==> config.mk <==
export PLATFORM = sky130hd
export DESIGN_NAME = ex_mem_stage
export DESIGN_NICKNAME = d
export VERILOG_FILES = /design/src/rtl/ex_mem_stage.sv
export SDC_FILE = /design/constraint.sdc
export NUM_CORES = 1
export LEC_CHECK = 0
export ABC_AREA = 1
export CORE_ASPECT_RATIO = 0.6
export CORE_MARGIN = 4
export CORE_UTILIZATION = 45
export DETAILED_ROUTE_END_ITERATION = 12
export DONT_BUFFER_PORTS = 1
export SKIP_CTS_REPAIR_TIMING = 1
export SKIP_LAST_GASP = 1
export SLEW_MARGIN = 20
export SYNTH_ARGS = -nofsm -noshare
export SYNTH_HDL_FRONTEND = slang
export SYNTH_SLANG_ARGS = --single-unit
==> constraint.sdc <==
create_clock -name clk_i -period 1.5 [get_ports clk_i]
set_input_delay 0.225 -clock clk_i [delete_from_list [all_inputs] [get_ports clk_i]]
set_output_delay 0.225 -clock clk_i [all_outputs]
set_load 0.05 [all_outputs]
==> src/rtl/ex_mem_stage.sv <==
// ex_mem_stage: execute-to-memory pipeline register downstream of the ALU.
//
// Captures the ALU result, destination register, write enable, the resolved
// conditional-branch outcome and branch target. It hands entries to the
// memory stage through a valid/ready handshake. A main register drives the
// outputs and a skid register absorbs one overflow entry, so in_ready_o
// depends only on flop state.
//
// Ports:
//   clk_i, rst_ni        clock, asynchronous active-low reset
//   flush_i              synchronous kill of all buffered entries
//   in_valid_i/in_ready_o    upstream handshake
//   alu_result_i, alu_zero_i, rd_addr_i, reg_we_i,
//   branch_i, branch_ne_i, pc_target_i    captured entry fields
//   out_valid_o/out_ready_i  downstream handshake
//   result_o, rd_addr_o, reg_we_o, branch_taken_o, pc_target_o
//                        registered entry presented downstream
//   fwd_valid_o, fwd_rd_o, fwd_data_o     forwarding tap of the output entry
module ex_mem_stage #(
    parameter int unsigned WORD_SIZE  = 32,
    parameter int unsigned REG_ADDR_W = 5
) (
    input  logic                  clk_i,
    input  logic                  rst_ni,
    input  logic                  flush_i,
    input  logic                  in_valid_i,
    output logic                  in_ready_o,
    input  logic [WORD_SIZE-1:0]  alu_result_i,
    input  logic                  alu_zero_i,
    input  logic [REG_ADDR_W-1:0] rd_addr_i,
    input  logic                  reg_we_i,
    input  logic                  branch_i,
    input  logic                  branch_ne_i,
    input  logic [WORD_SIZE-1:0]  pc_target_i,
    output logic                  out_valid_o,
    input  logic                  out_ready_i,
    output logic [WORD_SIZE-1:0]  result_o,
    output logic [REG_ADDR_W-1:0] rd_addr_o,
    output logic                  reg_we_o,
    output logic                  branch_taken_o,
    output logic [WORD_SIZE-1:0]  pc_target_o,
    output logic                  fwd_valid_o,
    output logic [REG_ADDR_W-1:0] fwd_rd_o,
    output logic [WORD_SIZE-1:0]  fwd_data_o
);

    typedef struct packed {
        logic [WORD_SIZE-1:0]  result;
        logic [REG_ADDR_W-1:0] rd;
        logic                  we;
        logic                  taken;
        logic [WORD_SIZE-1:0]  pc;
    } entry_t;

    entry_t main_q, main_d;
    entry_t skid_q, skid_d;
    entry_t in_entry;
    logic   main_valid_q, main_valid_d;
    logic   skid_valid_q, skid_valid_d;
    logic   accept;
    logic   pop;

    // Branch outcome and x0 write suppression are resolved at capture time.
    always_comb begin
        in_entry        = '0;
        in_entry.result = alu_result_i;
        in_entry.rd     = rd_addr_i;
        in_entry.we     = reg_we_i & (rd_addr_i != '0);
        in_entry.taken  = branch_i & (branch_ne_i ? ~alu_zero_i : alu_zero_i);
        in_entry.pc     = pc_target_i;
    end

    assign accept = in_valid_i & ~skid_valid_q;
    assign pop    = main_valid_q & out_ready_i;

    always_comb begin
        main_d       = main_q;
        skid_d       = skid_q;
        main_valid_d = main_valid_q;
        skid_valid_d = skid_valid_q;

        if (flush_i) begin
            // Data registers keep their contents; only the valid bits die.
            main_valid_d = 1'b0;
            skid_valid_d = 1'b0;
        end else if (!main_valid_q || pop) begin
            if (skid_valid_q) begin
                // Skid drains first to preserve order; a new entry refills it.
                main_d       = skid_q;
                main_valid_d = 1'b1;
                skid_valid_d = accept;
                if (accept) begin
                    skid_d = in_entry;
                end
            end else begin
                main_valid_d = accept;
                if (accept) begin
                    main_d = in_entry;
                end
            end
        end else if (accept) begin
            skid_d       = in_entry;
            skid_valid_d = 1'b1;
        end
    end

    always_ff @(posedge clk_i or negedge rst_ni) begin
        if (!rst_ni) begin
            main_q       <= '0;
            skid_q       <= '0;
            main_valid_q <= 1'b0;
            skid_valid_q <= 1'b0;
        end else begin
            main_q       <= main_d;
            skid_q       <= skid_d;
            main_valid_q <= main_valid_d;
            skid_valid_q <= skid_valid_d;
        end
    end

    assign in_ready_o     = ~skid_valid_q;
    assign out_valid_o    = main_valid_q;
    assign result_o       = main_q.result;
    assign rd_addr_o      = main_q.rd;
    assign reg_we_o       = main_q.we;
    assign branch_taken_o = main_q.taken;
    assign pc_target_o    = main_q.pc;

    assign fwd_valid_o    = main_valid_q & main_q.we;
    assign fwd_rd_o       = main_q.rd;
    assign fwd_data_o     = main_q.result;

endmodule

==> metrics, run 1 <==
Final ANT Viol Nets 0; Total Power approximately 13 mW; register bit count reported by yosys 144; Die Area roughly 0.017 mm2; GR Util All Layers between 15 and 20%; Mapped Cells roughly 800; share of total power in the clock network roughly a third; critical path fanouts, max 52; RSZ-0062 raised after global routing yes; first-pass GRT wire length 23490 um; Critical Path RT roughly 1.8 ns; routability cong. between 0.7 and 0.8; crit-path cells or2_1, nand3_2, inv_2, buf_12, nand2_1, nand2_1; sequential element share of the synthesized area 53.93%; Post-Syn Area per Cell just over 8 um2; clock tree buffer depth 2; DR WL/cell between 10 and 15 um; Critical Path Start Type register; Worst-Margin Slew 0.5376 ns; Buffers on Ports 0; cell mode on critical path nand2_1; leading cell type in the layout, fill and taps excluded nand2_1; Area contributors post-synth dfrtp_1 (54%), nand2_1 (20%), o21ai_0 (9.7%), buf_4 (4.6%), inv_1 (4.0%); # diodes 0; Slew HR 64.16%; Comb pwr share around a fifth; leakage power around 4.0 nW; Flop pwr share between 40% and 50%; crit-path max cell delay just over 0.5 ns; Final #Nets about 920; pwr dens approximately 1600 mW/mm2; final hold vios 154; core box area roughly 0.015 mm2; P_sw roughly 4.6 mW; setup tns final 0 ns; max_cap viols 0; WP buf/inv 2; largest net degree at the start of global routing approximately 150; Area Growth Syn to Fin 15.92%; # H-tree levels 4; Hold WC Path Type input pin to asynchronous set/reset pin; fin crit share ~97%; Avg Vias per Cell ~4.8; Die Width ~170 um; most frequent cells in the layout nand2_1 (360), dfrtp_1 (142), o21ai_0 (130); TritonRoute pass-1 iters 4; flop2flop setup slack 0.05 ns; clk_skew around 0.015 ns; Filler Cells Inserted roughly 1300; CP endpoint kind register; vias in the first global route about 4700; syn nets 893; Sw Ratio between 30% and 40%; synthesized cell area about 0.0067 mm2; antenna violations before repair 0; status complete, but fails checks; CP Class register to register; post-synth top area cell dfrtp_1; Worst EP arrival around 1.7 ns; share of cells above drive strength 1 11.65%; max-slew violation count 0; die extent in y about 100 um; Internal Power between 8 and 9 mW; Ports between 150 and 200; Clock transition at path regs ~0.060 ns; hold slack -0.4920 ns; area of the multi-input gates 0.002181 mm2; Ys Warns 0; Top delay family on crit path simple AND/OR/NAND/NOR gates; Setup Viol. Count Final 0; top cell type's share of synthesized area ~54%; initial core utilization 46.06%; gr ovfl total 0; Detailed Route WL 15060 um; DP Wirelength roughly 9600 um; number of placement rows 34; IR drop worst, VDD between 0.0007 and 0.0008 V; Min Clock Period, post-route between 1 and 1.5 ns; Peak Freq roughly 690 MHz; Root Buffer Master clkbuf_16; Clock Latency Late Sink a little over 0.4 ns; Yosys cell types 18; critical path's slowest cell dfrtp_4; initial DRC count approximately 420; FF/Latch Area around 0.0036 mm2; CTS tree built; Vias between 5000 and 6000; failing checks hold timing; cts bufs inserted 17; clock sinks between 100 and 150; # DRC 0
==> area by class of cell <==
class	count	share of cell area [%]
inverters	74	3.619
multi-input cells	515	28.16
repair buffers	87	10.50
clock inverters	12	2.391
well taps	198	3.199
flip-flops and latches	144	46.59
clock buffers	18	5.541
==> worst paths after layout <==
path                                  from             end  depth (start not counted)
max                           skid_valid_q  fwd_data_o[12]                          6
max reg2reg                   skid_valid_q  fwd_data_o[12]                          6
min in group clk_i         alu_result_i[8]      skid_q[47]                          2
max in group asynchronous           rst_ni    skid_valid_q                          0
min                                 rst_ni      skid_q[26]                          0
min reg2reg                     skid_q[27]      skid_q[27]                          2
==> state kept, by name, indices dropped and copies added (netlist names) <==
signal / flops
fwd_rd_o: 5
pc_target_o: 32
skid_valid_q: 1
fwd_data_o: 32
branch_taken_o: 1
skid_q: 71
out_valid_o: 1
reg_we_o: 1
==> metrics by stage <==
stage	cell area (um2)	setup WS, ns	util, %	hold WS (ns)	instances
2_1_floorplan	6683	0.07209	-	-0.07059	815
3_3_place_gp	6763	0.09925	46.62	-0.06553	982
3_5_place_dp	6763	0.05059	46.62	-0.06533	982
4_1_cts	7377	-0.03615	50.85	-0.5095	1012
5_1_grt	7745	-0.01106	53.39	-0.5185	1048
6_report	7745	0.04857	53.39	-0.4920	1048
==> synth_stat cells (all sizes together) <==
master / number
nand3: 4
clkbuf: 12
buf: 70
nand2: 360
inv: 74
o21ai: 141
nor2: 8
dfrtp: 144
or2: 2
==> power groups by stage <==
stage	clock (mW)	sequential, mW	combinational (mW)
final	4.42	5.60	2.71
after global routing	4.71	5.70	2.96
after CTS	4.53	5.60	2.66
after detailed placement	0	5.66	2.65
after global placement	0	5.62	2.59
after floorplan	0	6.22	1.73
==> kinds of logic (layout without fill, tap and decap cells) <==
kind of cell / count (synthesis) / after routing / synth area share (%)
simple gates: 374 / 374 / 21.46
buf+inv: 156 / 191 / 13.43
flops: 144 / 144 / 53.93
compound gates: 141 / 141 / 11.18
==> per-layer routing <==
layer	vias to the layer above	part of all wire (%)	wire length (um)	track usage, %
met5	-	0	0	0
met4	0	0.98	147	5.133
met3	12	7.6	1147	6.288
met2	158	46	6980	27.29
met1	2398	45	6783	23.97
li1	2509	-	-	-
(Power assumes the default switching activity.)
==> run 2, diff against run 1 <==
--- a/config.mk
+++ b/config.mk
@@ -11,6 +11,7 @@
 export CORE_UTILIZATION = 45
 export DETAILED_ROUTE_END_ITERATION = 12
 export DONT_BUFFER_PORTS = 1
+export HOLD_SLACK_MARGIN = 0.15
 export SKIP_CTS_REPAIR_TIMING = 1
 export SKIP_LAST_GASP = 1
 export SLEW_MARGIN = 20
==> run 2 against run 1 <==
- the run still ends with hold timing left
- critical path depth decreased by 2
- sequential share of layout area fell by 2.3 points
- sequential power about the same
- via count up 3.1%
- register-to-register slack better by 0.02 ns
- power grew 0.70%
- final cell count increased by 3.8%
- largest cell class unchanged
- largest power group unchanged
- highest routed layer unchanged
==> metrics, run 2 (synthesis gave the netlist of run 1 again) <==
clock tree buffer depth 2 (unchanged); GR Util All Layers 17.74% (unchanged); Area Growth Syn to Fin 21.91%; core box area 0.01451 mm2 (unchanged); RSZ-0062 raised after global routing yes; status complete, but fails checks; first-pass GRT wire length 23490 um (unchanged); leakage power 4.150 nW (+4.1%); placed cells 982 (unchanged); Clock transition at path regs 0.06 ns (about the same); clk_skew 0.01509 ns (+0.0001641 ns); most frequent cells in the layout nand2_1 (360), dfrtp_1 (142), o21ai_0 (130); CP Class register to output pin; vias in the first global route 4704 (unchanged); Place WS 0.05059 ns (unchanged); die extent in y 102.4 um (unchanged); Buffers on Ports 0 (unchanged); Cell Count, Final, Fillers Out 1088 (+3.8%); Ports 189 (unchanged); gr ovfl total 0 (unchanged); Min Clock Period, post-route 1.438 ns (-0.01339 ns); fin crit share 95.87% (-0.89 points); DP Wirelength 9591 um (unchanged); Hold WC Path Type input pin to asynchronous set/reset pin; Critical Path Start Type register; Die Area 0.01693 mm2 (unchanged); Total Power 12.82 mW (+0.70%); clock sinks 144 (unchanged); cts bufs inserted 17 (unchanged); hold slack -0.4947 ns (-0.002639 ns); routability cong. 0.7676 (unchanged); CTS tree built; # DRC 0 (unchanged); antenna violations before repair 0 (unchanged); largest net degree at the start of global routing 145 (unchanged); initial core utilization 46.06% (unchanged); CP endpoint kind output pin; critical path fanouts, max 2 (-96%); # H-tree levels 4 (unchanged); Peak Freq 695.4 MHz (+0.93%); Slew HR 64.22% (about the same); TritonRoute pass-1 iters 4 (unchanged); Worst EP arrival 1.21 ns (-0.53 ns); Worst-Margin Slew 0.5368 ns (-0.0008564 ns); Clock Latency Late Sink 0.41 ns (about the same); Root Buffer Master clkbuf_16; # diodes 0 (unchanged); Critical Path RT 1.27 ns (-0.52 ns); Top reg by flops skid_q; number of placement rows 34 (unchanged); Worst Slack Setup Final 0.06197 ns (+0.01339 ns); pwr dens 1573 mW/mm2 (-4.3%); Final #Nets 957 (+4.4%); Vias 5234 (+3.1%); failing checks hold timing; max-slew violation count 0 (unchanged); DR WL/cell 14.12 um (-1.7%); initial DRC count 411 (-2.4%); setup tns final 0 ns (unchanged); leading cell type in the layout, fill and taps excluded nand2_1; final hold vios 144 (-6.5%); Setup Viol. Count Final 0 (unchanged); Die Width 165.3 um (unchanged); max reg flops 71 (unchanged); max_cap viols 0 (unchanged); Final ANT Viol Nets 0 (unchanged); IR drop worst, VDD 0.0007700 V (+1.8%); Avg Vias per Cell 4.811 (-0.70%); share of cells above drive strength 1 11.12% (-0.52 points); Detailed Route WL 15360 um (+2.0%)
==> run 2: per-layer routing <==
| metal | up-vias | routed length (um) | global-route usage (%) | part of all wire (%) |
|---|---|---|---|---|
| met5 | - | 0 | 0 | 0 |
| met1 | 2471 | 7036 | 23.97 | 46 |
| met4 | 0 | 123 | 5.133 | 0.80 |
| met3 | 14 | 1050 | 6.288 | 6.8 |
| li1 | 2586 | - | - | - |
| met2 | 163 | 7151 | 27.29 | 47 |
==> run 2: path summary, 6_finish.rpt <==
path	from	end	slack, ns	cells after the start
max	out_valid_o	fwd_valid_o	0.06	4
min	rst_ni	skid_q[26]	-0.49	0
max reg2reg	skid_valid_q	fwd_data_o[12]	0.07	6
min reg2reg	skid_q[27]	skid_q[27]	0.48	2
max in group asynchronous	rst_ni	skid_valid_q	1.77	0
min in group clk_i	branch_ne_i	branch_taken_o	0.14	5
==> run 2: critical path: stages, from the launching register on <==
cell	delay, ns
dfrtp_2	0.40
buf_6	0.16
nand2_1	0.07
inv_1	0.04
buf_6	0.14
==> run 2: through the flow <==
stage | utilization [%] | instance area [um2]
3_3_place_gp | 46.62 | 6763
4_1_cts | 50.85 | 7377
2_1_floorplan | - | 6683
6_report | 56.15 | 8145
5_1_grt | 56.15 | 8145
3_5_place_dp | 46.62 | 6763
==> run 2: area by class of cell <==
| class | instances | area [um2] |
|---|---|---|
| clock inverters | 12 | 185.2 |
| inverters | 74 | 280.3 |
| well taps | 198 | 247.7 |
| flip-flops and latches | 144 | 3608 |
| clock buffers | 18 | 429.2 |
| fillers | 1290 | 6361 |
| repair buffers | 127 | 1214 |
| multi-input cells | 515 | 2181 |
==> run 2: power breakdown <==
| part | leakage, nW | total [mW] | internal, mW | switching [mW] |
|---|---|---|---|---|
| Clock | 0.285 | 4.41 | 2.78 | 1.63 |
| Combinational | 2.06 | 2.80 | 0.774 | 2.02 |
| Sequential | 1.81 | 5.60 | 4.64 | 0.961 |
| Total | 4.15 | 12.8 | 8.20 | 4.62 |
